==> src/rtl/mcpu_seq.sv <==
// Multi-cycle CPU control sequencer: fetch/decode/execute FSM with
// memory wait timeout, single-level interrupt entry and bus-error trap.
module mcpu_seq #(
    parameter int            AW       = 32,
    parameter logic [AW-1:0] RESET_PC = 32'h0000_0000,
    parameter logic [AW-1:0] INT_VEC  = 32'h0000_0004,
    parameter logic [AW-1:0] EXC_VEC  = 32'h0000_0008,
    parameter int            TIMEOUT  = 15
) (
    input  logic          clk,
    input  logic          reset,
    input  logic          MIO_ready,
    input  logic          INT,
    input  logic [5:0]    opcode,
    input  logic [5:0]    funct,
    input  logic          zero,
    input  logic [AW-1:0] br_target,
    input  logic [AW-1:0] j_target,
    output logic [AW-1:0] PC_out,
    output logic [AW-1:0] EPC_out,
    output logic [4:0]    state,
    output logic          MemRead,
    output logic          MemWrite,
    output logic          IorD,
    output logic          IRWrite,
    output logic          RegWrite,
    output logic          int_ack,
    output logic          bus_err,
    output logic          ie
);

    typedef enum logic [4:0] {
        S_IF  = 5'd0,
        S_ID  = 5'd1,
        S_EX  = 5'd2,
        S_MEM = 5'd3,
        S_WB  = 5'd4,
        S_BR  = 5'd5,
        S_JMP = 5'd6,
        S_INT = 5'd7,
        S_ERR = 5'd8
    } state_t;

    localparam logic [7:0] TO_LAST = 8'(TIMEOUT - 1);

    state_t        st;
    logic [AW-1:0] pc;
    logic [AW-1:0] epc;
    logic [AW-1:0] pc_cur;
    logic [7:0]    cnt;
    logic          ie_r;
    logic          be_r;

    logic   is_lw;
    logic   is_sw;
    logic   is_eret;
    logic   is_exok;
    logic   tmo;
    state_t retire_st;

    assign is_lw   = (opcode == 6'h23);
    assign is_sw   = (opcode == 6'h2B);
    assign is_eret = (opcode == 6'h10) && (funct == 6'h18);
    assign is_exok = (opcode == 6'h00) || (opcode == 6'h08) ||
                     is_lw || is_sw || is_eret;

    // Last permitted wait cycle; a ready in this same cycle still wins.
    assign tmo       = (cnt == TO_LAST) && !MIO_ready;
    assign retire_st = (INT && ie_r) ? S_INT : S_IF;

    always_ff @(posedge clk or negedge reset) begin
        if (!reset) begin
            st     <= S_IF;
            pc     <= RESET_PC;
            epc    <= '0;
            pc_cur <= '0;
            cnt    <= '0;
            ie_r   <= 1'b1;
            be_r   <= 1'b0;
        end else begin
            cnt <= '0;
            unique case (st)
                S_IF: begin
                    if (MIO_ready) begin
                        pc_cur <= pc;
                        pc     <= pc + AW'(4);
                        st     <= S_ID;
                    end else if (tmo) begin
                        st <= S_ERR;
                    end else begin
                        cnt <= cnt + 8'd1;
                    end
                end
                S_ID: begin
                    if (is_exok)
                        st <= S_EX;
                    else if (opcode == 6'h04)
                        st <= S_BR;
                    else if (opcode == 6'h02)
                        st <= S_JMP;
                    else
                        st <= S_ERR;
                end
                S_EX: begin
                    if (is_eret) begin
                        pc   <= epc;
                        ie_r <= 1'b1;
                        st   <= S_IF;
                    end else if (is_lw || is_sw) begin
                        st <= S_MEM;
                    end else begin
                        st <= S_WB;
                    end
                end
                S_MEM: begin
                    if (MIO_ready)
                        st <= is_lw ? S_WB : retire_st;
                    else if (tmo)
                        st <= S_ERR;
                    else
                        cnt <= cnt + 8'd1;
                end
                S_WB: st <= retire_st;
                S_BR: begin
                    if (zero)
                        pc <= br_target;
                    st <= retire_st;
                end
                S_JMP: begin
                    pc <= j_target;
                    st <= retire_st;
                end
                S_INT: begin
                    epc  <= pc;
                    pc   <= INT_VEC;
                    ie_r <= 1'b0;
                    st   <= S_IF;
                end
                S_ERR: begin
                    be_r <= 1'b1;
                    epc  <= pc_cur;
                    pc   <= EXC_VEC;
                    ie_r <= 1'b0;
                    st   <= S_IF;
                end
                default: st <= S_IF;
            endcase
        end
    end

    always_comb begin
        MemRead  = 1'b0;
        MemWrite = 1'b0;
        IorD     = 1'b0;
        IRWrite  = 1'b0;
        RegWrite = 1'b0;
        int_ack  = 1'b0;
        unique case (1'b1)
            (st == S_IF): begin
                MemRead = 1'b1;
                IRWrite = MIO_ready;
            end
            (st == S_MEM): begin
                IorD     = 1'b1;
                MemRead  = is_lw;
                MemWrite = is_sw;
            end
            (st == S_WB):  RegWrite = 1'b1;
            (st == S_INT): int_ack  = 1'b1;
            default: ;
        endcase
    end

    assign state   = st;
    assign PC_out  = pc;
    assign EPC_out = epc;
    assign bus_err = be_r;
    assign ie      = ie_r;

endmodule

==> config.mk <==
export PLATFORM = sky130hd
export DESIGN_NAME = mcpu_seq
export DESIGN_NICKNAME = d
export VERILOG_FILES = /design/src/rtl/mcpu_seq.sv
export SDC_FILE = /design/constraint.sdc
export NUM_CORES = 1
export LEC_CHECK = 0
export ABC_CLOCK_PERIOD_IN_PS = 2800
export BUFFER_PORTS_ARGS = -buffer_cell sky130_fd_sc_hd__buf_2
export CAP_MARGIN = 20
export CORE_ASPECT_RATIO = 0.9
export CORE_UTILIZATION = 35
export DETAILED_ROUTE_END_ITERATION = 6
export SLEW_MARGIN = 20
export SYNTH_ARGS = -nofsm -noshare
export SYNTH_HDL_FRONTEND = slang
export SYNTH_SLANG_ARGS = --single-unit
==> constraint.sdc <==
create_clock -name clk -period 2.8 [get_ports clk]
set_clock_uncertainty 0.1 [all_clocks]
set_input_delay 0.42 -clock clk [delete_from_list [all_inputs] [get_ports clk]]
set_output_delay 0.42 -clock clk [all_outputs]
set_load 0.01 [all_outputs]
# Word-level counts from Yosys, hierarchy flattened
# Cells that the tools add are included.
# Widths: inputs -> output; s select.
# classes
add_sub_neg	2
eq_ne	19
mux	27
reduce_logical	20
# op_table
cell	count
$pmux 32 s6	1
$mux 32	3
$pmux 32 s2	1
$add 32x3->32 const B	1
$pmux 5 s5	1
$mux 8	3
$eq 5x3->1 const B	4
$mux 5	3
$eq 6x5->1 const B	2
$eq 6x6->1 const B	2
$mux 3	4
$mux 4	3
$eq 5x2->1 const B	2
$add 8x1->8 const B	1
$eq 8x4->1 const B	1
$eq 6x2->1 const B	1
$eq 6x3->1 const B	1
$eq 6x4->1 const B	1
$logic_not 6->1	1
$mux 1	6
$ne 2x2->1 const B	3
$reduce_bool 6->1	1
$eq 5x1->1 const B	1
$eq 5x4->1 const B	1
10 further kinds	20
# word_totals
reg_bits	111
inputBits	81
out_inout_bits	77

# Depth between registers and ports, before layout
# depth
depth_word	7
mapped_depth	8

# Least setup slack after synthesis
# Ideal clock, no wire load.
# synth_path
path_kind	register to output
start	reg st[3] (netlist: state[3])
end	out int_ack
arrival_ps	1723
t_required_ps	2280
slack_ps	557
path_stages_with_launch	7
n_path_buf	3
path_cell_list	dfrtp_1 > buf_2 > or3b_1 > or2_2 > clkbuf_1 > buf_2 > inv_1
# synth_between
elab_chain_cells	2
# synth_rtl
item	line	text
start: declaration	46	state_t st;
start signal: assignment	117	st <= is_lw ? S_WB : retire_st;
start signal: assignment	123	S_WB: st <= retire_st;
start signal: assignment	127	st <= retire_st;
$eq 5x3->1	169	(st == S_INT): int_ack = 1'b1;
$mux 1	158	unique case (1'b1)
end: declaration	27	output logic int_ack,
# No other way between the ends.

# Worst setup path in the final report
# layout_path
start	reg st[2] (netlist: state[2])
end	out int_ack
# Same word-level chain as after synthesis.

==> metrics.md <==
| Metric | Value |
|---|---|
| Clock Sinks | `111` |
| Largest net degree at the start of global routing | `48` |
| CP endpoint kind | `primary output` |
| Clk buf depth | `2` |
| # DRC | `6` |
| Post-CTS Hold Buffers | `1` |
| Gpl congestion | `0.838` |
| First-iteration detailed-routing DRC count | `565` |
| CTS buffer count | `9` |
| XOR/XNOR Fraction of Synth Area | `0.0103` |
| Post-CTS Setup Repair Bufs | `0` |
| Total Routing Usage GR | `0.218` |
| Synth Area in Compound Gates | `0.223` |
| DR pass1 iterations | `7` |
| PwrDens | `644 nW/µm²` |
| Count of final setup violators | `0` |
| DRT Wirelength | `18.5 mm` |
| Core Region | `16400 µm²` |
| Internal | `0.00315 W` |
| Vias post-DR | `5605` |
| First-pass GRT wire length | `30.2 mm` |
| Final Critical Period | `2550 ps` |
| Sequential share of power | `0.489` |
| Clock transition at the registers of the reported paths | `70 ps` |
| Layout cells sized above 1 | `0.303` |
| Kind of critical path | `reg -> out` |
| Comb power frac | `0.230` |
| Filler cells | `1644` |
| Number of port buffers | `157` |
| Post-DR vias/cell | `5.80` |
| Reg2reg path depth | `6` |
| FF-to-FF setup slack | `330 ps` |
| Initial antenna violation count | `0` |
| Top-level I/O count | `158` |
| Hold Path Class | `in -> reg` |
| Sequential area share after synthesis | `0.465` |
| Die Y | `126 µm` |
| Die W | `140 µm` |
| Nets | `838` |
| Starting density of the core | `0.364` |
| CP Data Required Time | `2280 ps` |
| Violated checks | `DRC` |
| WHS | `248 ps` |
| Hold EP | `PC_out[2]` |
| Synthesized area | `5980 µm²` |
| NetSw | `0.00157 W` |
| Synth Warn # | `0` |
| Dpl cell area | `7010 µm²` |
| Post-DR wirelength/cell | `19.1 µm` |
| Antenna cells | `0` |
| Mux cell area share after synthesis | `0.0887` |
| WHS Path Cells | `3` |
| Die area | `17600 µm²` |
| Period Utilization, post-route | `0.910` |
| Largest family of logic cells by synthesized area | `compound AO/OA/AOI/OAI gates` |
| Status | `finished with violations` |
| Sw Ratio | `0.332` |
| Synthesized area per cell | `9.71 µm²` |
| Detail Route Antenna Nets | `0` |
| Leakage | `3.45 nW` |
| Async SR Flop Fraction | `1.00` |
| Slew Limit Fails | `0` |
| Top_reg_cell synth | `dfrtp_1` |
| EDFF count, synth | `0` |
| Cells after Synth | `616` |
| Cell Rows | `44` |
| CTS resizes | `0` |
| Simple-Gate Fraction of Synth Area | `0.158` |
| Worst reg2reg endpoint | `PC_out[6]` |
| Actual slew at the worst max-slew pin | `649 ps` |
| Mapped Nets | `700` |
| Max_cap viols | `0` |
| Area grow syn2layout | `22.4%` |
| VDD IR-drop max | `0.000337 V` |
| RSZ-0062 raised after global routing | `false` |
| TritonCTS clock tree | `yes` |
| Relative slew slack | `0.567` |
| Hold Startpoint | `br_target[2]` |
| Seq. cell area | `2780 µm²` |
| Clock Power Share | `0.281` |
| Vias in the first global route | `5545` |
| CTS root buffer | `clkbuf_16` |
| Grt ovf | `0` |
| Worst-path maximum fanout | `9` |
| Crit path DAT | `2030 ps` |
| Fin. Hold Viols | `0` |
| Flops & latches, synth | `111` |
| FMAX | `0.392 GHz` |
| Synth Area in Adders | `0.00795` |
| DP Wirelength | `13.0 mm` |
| Setup_tns | `0 ps` |
| Netlist cell types | `62` |
| Post-route design area | `7320 µm²` |
| R2R Path Start | `state[2]` |
| Clock Latency Late Sink | `360 ps` |
| CP Launch Type | `flop` |
| Multi-input logic area | `2940 µm²` |
| Htree depth | `3` |
==> final cells by class <==
class | instances | area share
multi-input cells | 438 | 0.402
flip-flops and latches | 111 | 0.380
repair buffers | 175 | 0.132
well taps | 207 | 0.0354
clock buffers | 12 | 0.0337
inverters | 19 | 0.00975
clock inverters | 4 | 0.00752
==> cell usage after synthesis (9+ instances only) <==
master,count,share of area
dfrtp_1,110,0.46
nand2_1,67,0.042
o21ai_0,60,0.050
nor2_1,33,0.021
clkbuf_1,28,0.018
a222oi_1,27,0.045
a21oi_1,26,0.022
mux2i_1,26,0.044
mux2_2,24,0.045
nor3_1,21,0.018
buf_2,19,0.016
inv_1,19,0.012
a22o_1,15,0.022
o41ai_1,14,0.021
nand4_1,10,0.010
nand2b_1,9,0.0094
nand3_1,9,0.0075
==> through the flow <==
stage	std cells	power [W]	setup WS, ps	util
finish	966	0.00472	251	0.446
global route	966	0.00499	128	0.446
CTS	966	0.00477	235	0.446
detailed placement	949	0.00343	332	0.427
global placement	949	0.00338	353	0.427
floorplan	616	0.00285	557	-
==> layout by cell type (no fill, tap or decap), types with 3 or more instances in the layout <==
master and instances:
nor2_2 3, mux2i_1 26, clkbuf_16 9, a31oi_1 3, nor4_1 3, a221oi_1 3
inv_1 19, nand4_1 10, or3_1 3, nand3_1 8, o31a_1 7, buf_12 3
and4_1 3, nand2_1 67, or2_2 5, ha_1 3, buf_4 15, and2_1 3
a22oi_1 8, o21ai_0 60, nand2b_1 9, xor2_1 5, a222oi_1 27, nor3_1 20
o22ai_1 7, a21oi_1 26, o41ai_1 14, dfrtp_1 110, buf_2 156, and3_1 7
mux2_2 24, nor2_1 30, a22o_1 15
==> critical path: stages, from the launching register on <==
cell and delay [ps]:
dfrtp_1 550, or3b_1 480, or2_2 320, inv_1 150, buf_2 170
==> registers in the layout, indices dropped and copies added, names as in the netlist <==
signal / cells
EPC_out: 32
PC_out: 32
bus_err: 1
cnt: 8
ie: 1
pc_cur: 32
state: 5
==> kinds of logic after synthesis <==
| kind of cell | after synthesis |
|---|---|
| fa+ha+maj | 4 |
| simple gates | 186 |
| flops | 111 |
| compound gates | 190 |
| mux | 50 |
| xor+xnor | 7 |
| other cells | 1 |
| buf+inv | 67 |
==> power groups by stage <==
stage / registers (W) / logic, W / clock network, W
global placement: 0.00231 / 0.00107 / 0
floorplan: 0.00234 / 0.000509 / 0
detailed placement: 0.00233 / 0.00109 / 0
global route: 0.00236 / 0.00120 / 0.00144
CTS: 0.00231 / 0.00110 / 0.00137
finish: 0.00231 / 0.00109 / 0.00132
==> routing by layer <==
| metal | track usage | up-vias | share of wire |
|---|---|---|---|
| met5 | 0 | - | 0 |
| met4 | 0.0672 | 0 | 0.016 |
| met3 | 0.0430 | 21 | 0.070 |
| met2 | 0.341 | 236 | 0.46 |
| met1 | 0.304 | 2740 | 0.46 |
| li1 | - | 2608 | - |
==> worst max-delay path by stage <==
stage	depth (start not counted)	from	end	slack (ps)
finish	4	state[2]	int_ack	250
global route	4	state[2]	int_ack	130
CTS	4	state[2]	int_ack	240
detailed placement	6	state[2]	PC_out[6]	330
global placement	6	state[2]	PC_out[6]	350
floorplan	6	state[3]	int_ack	560
Note: power is estimated with default switching activity, not from simulation.
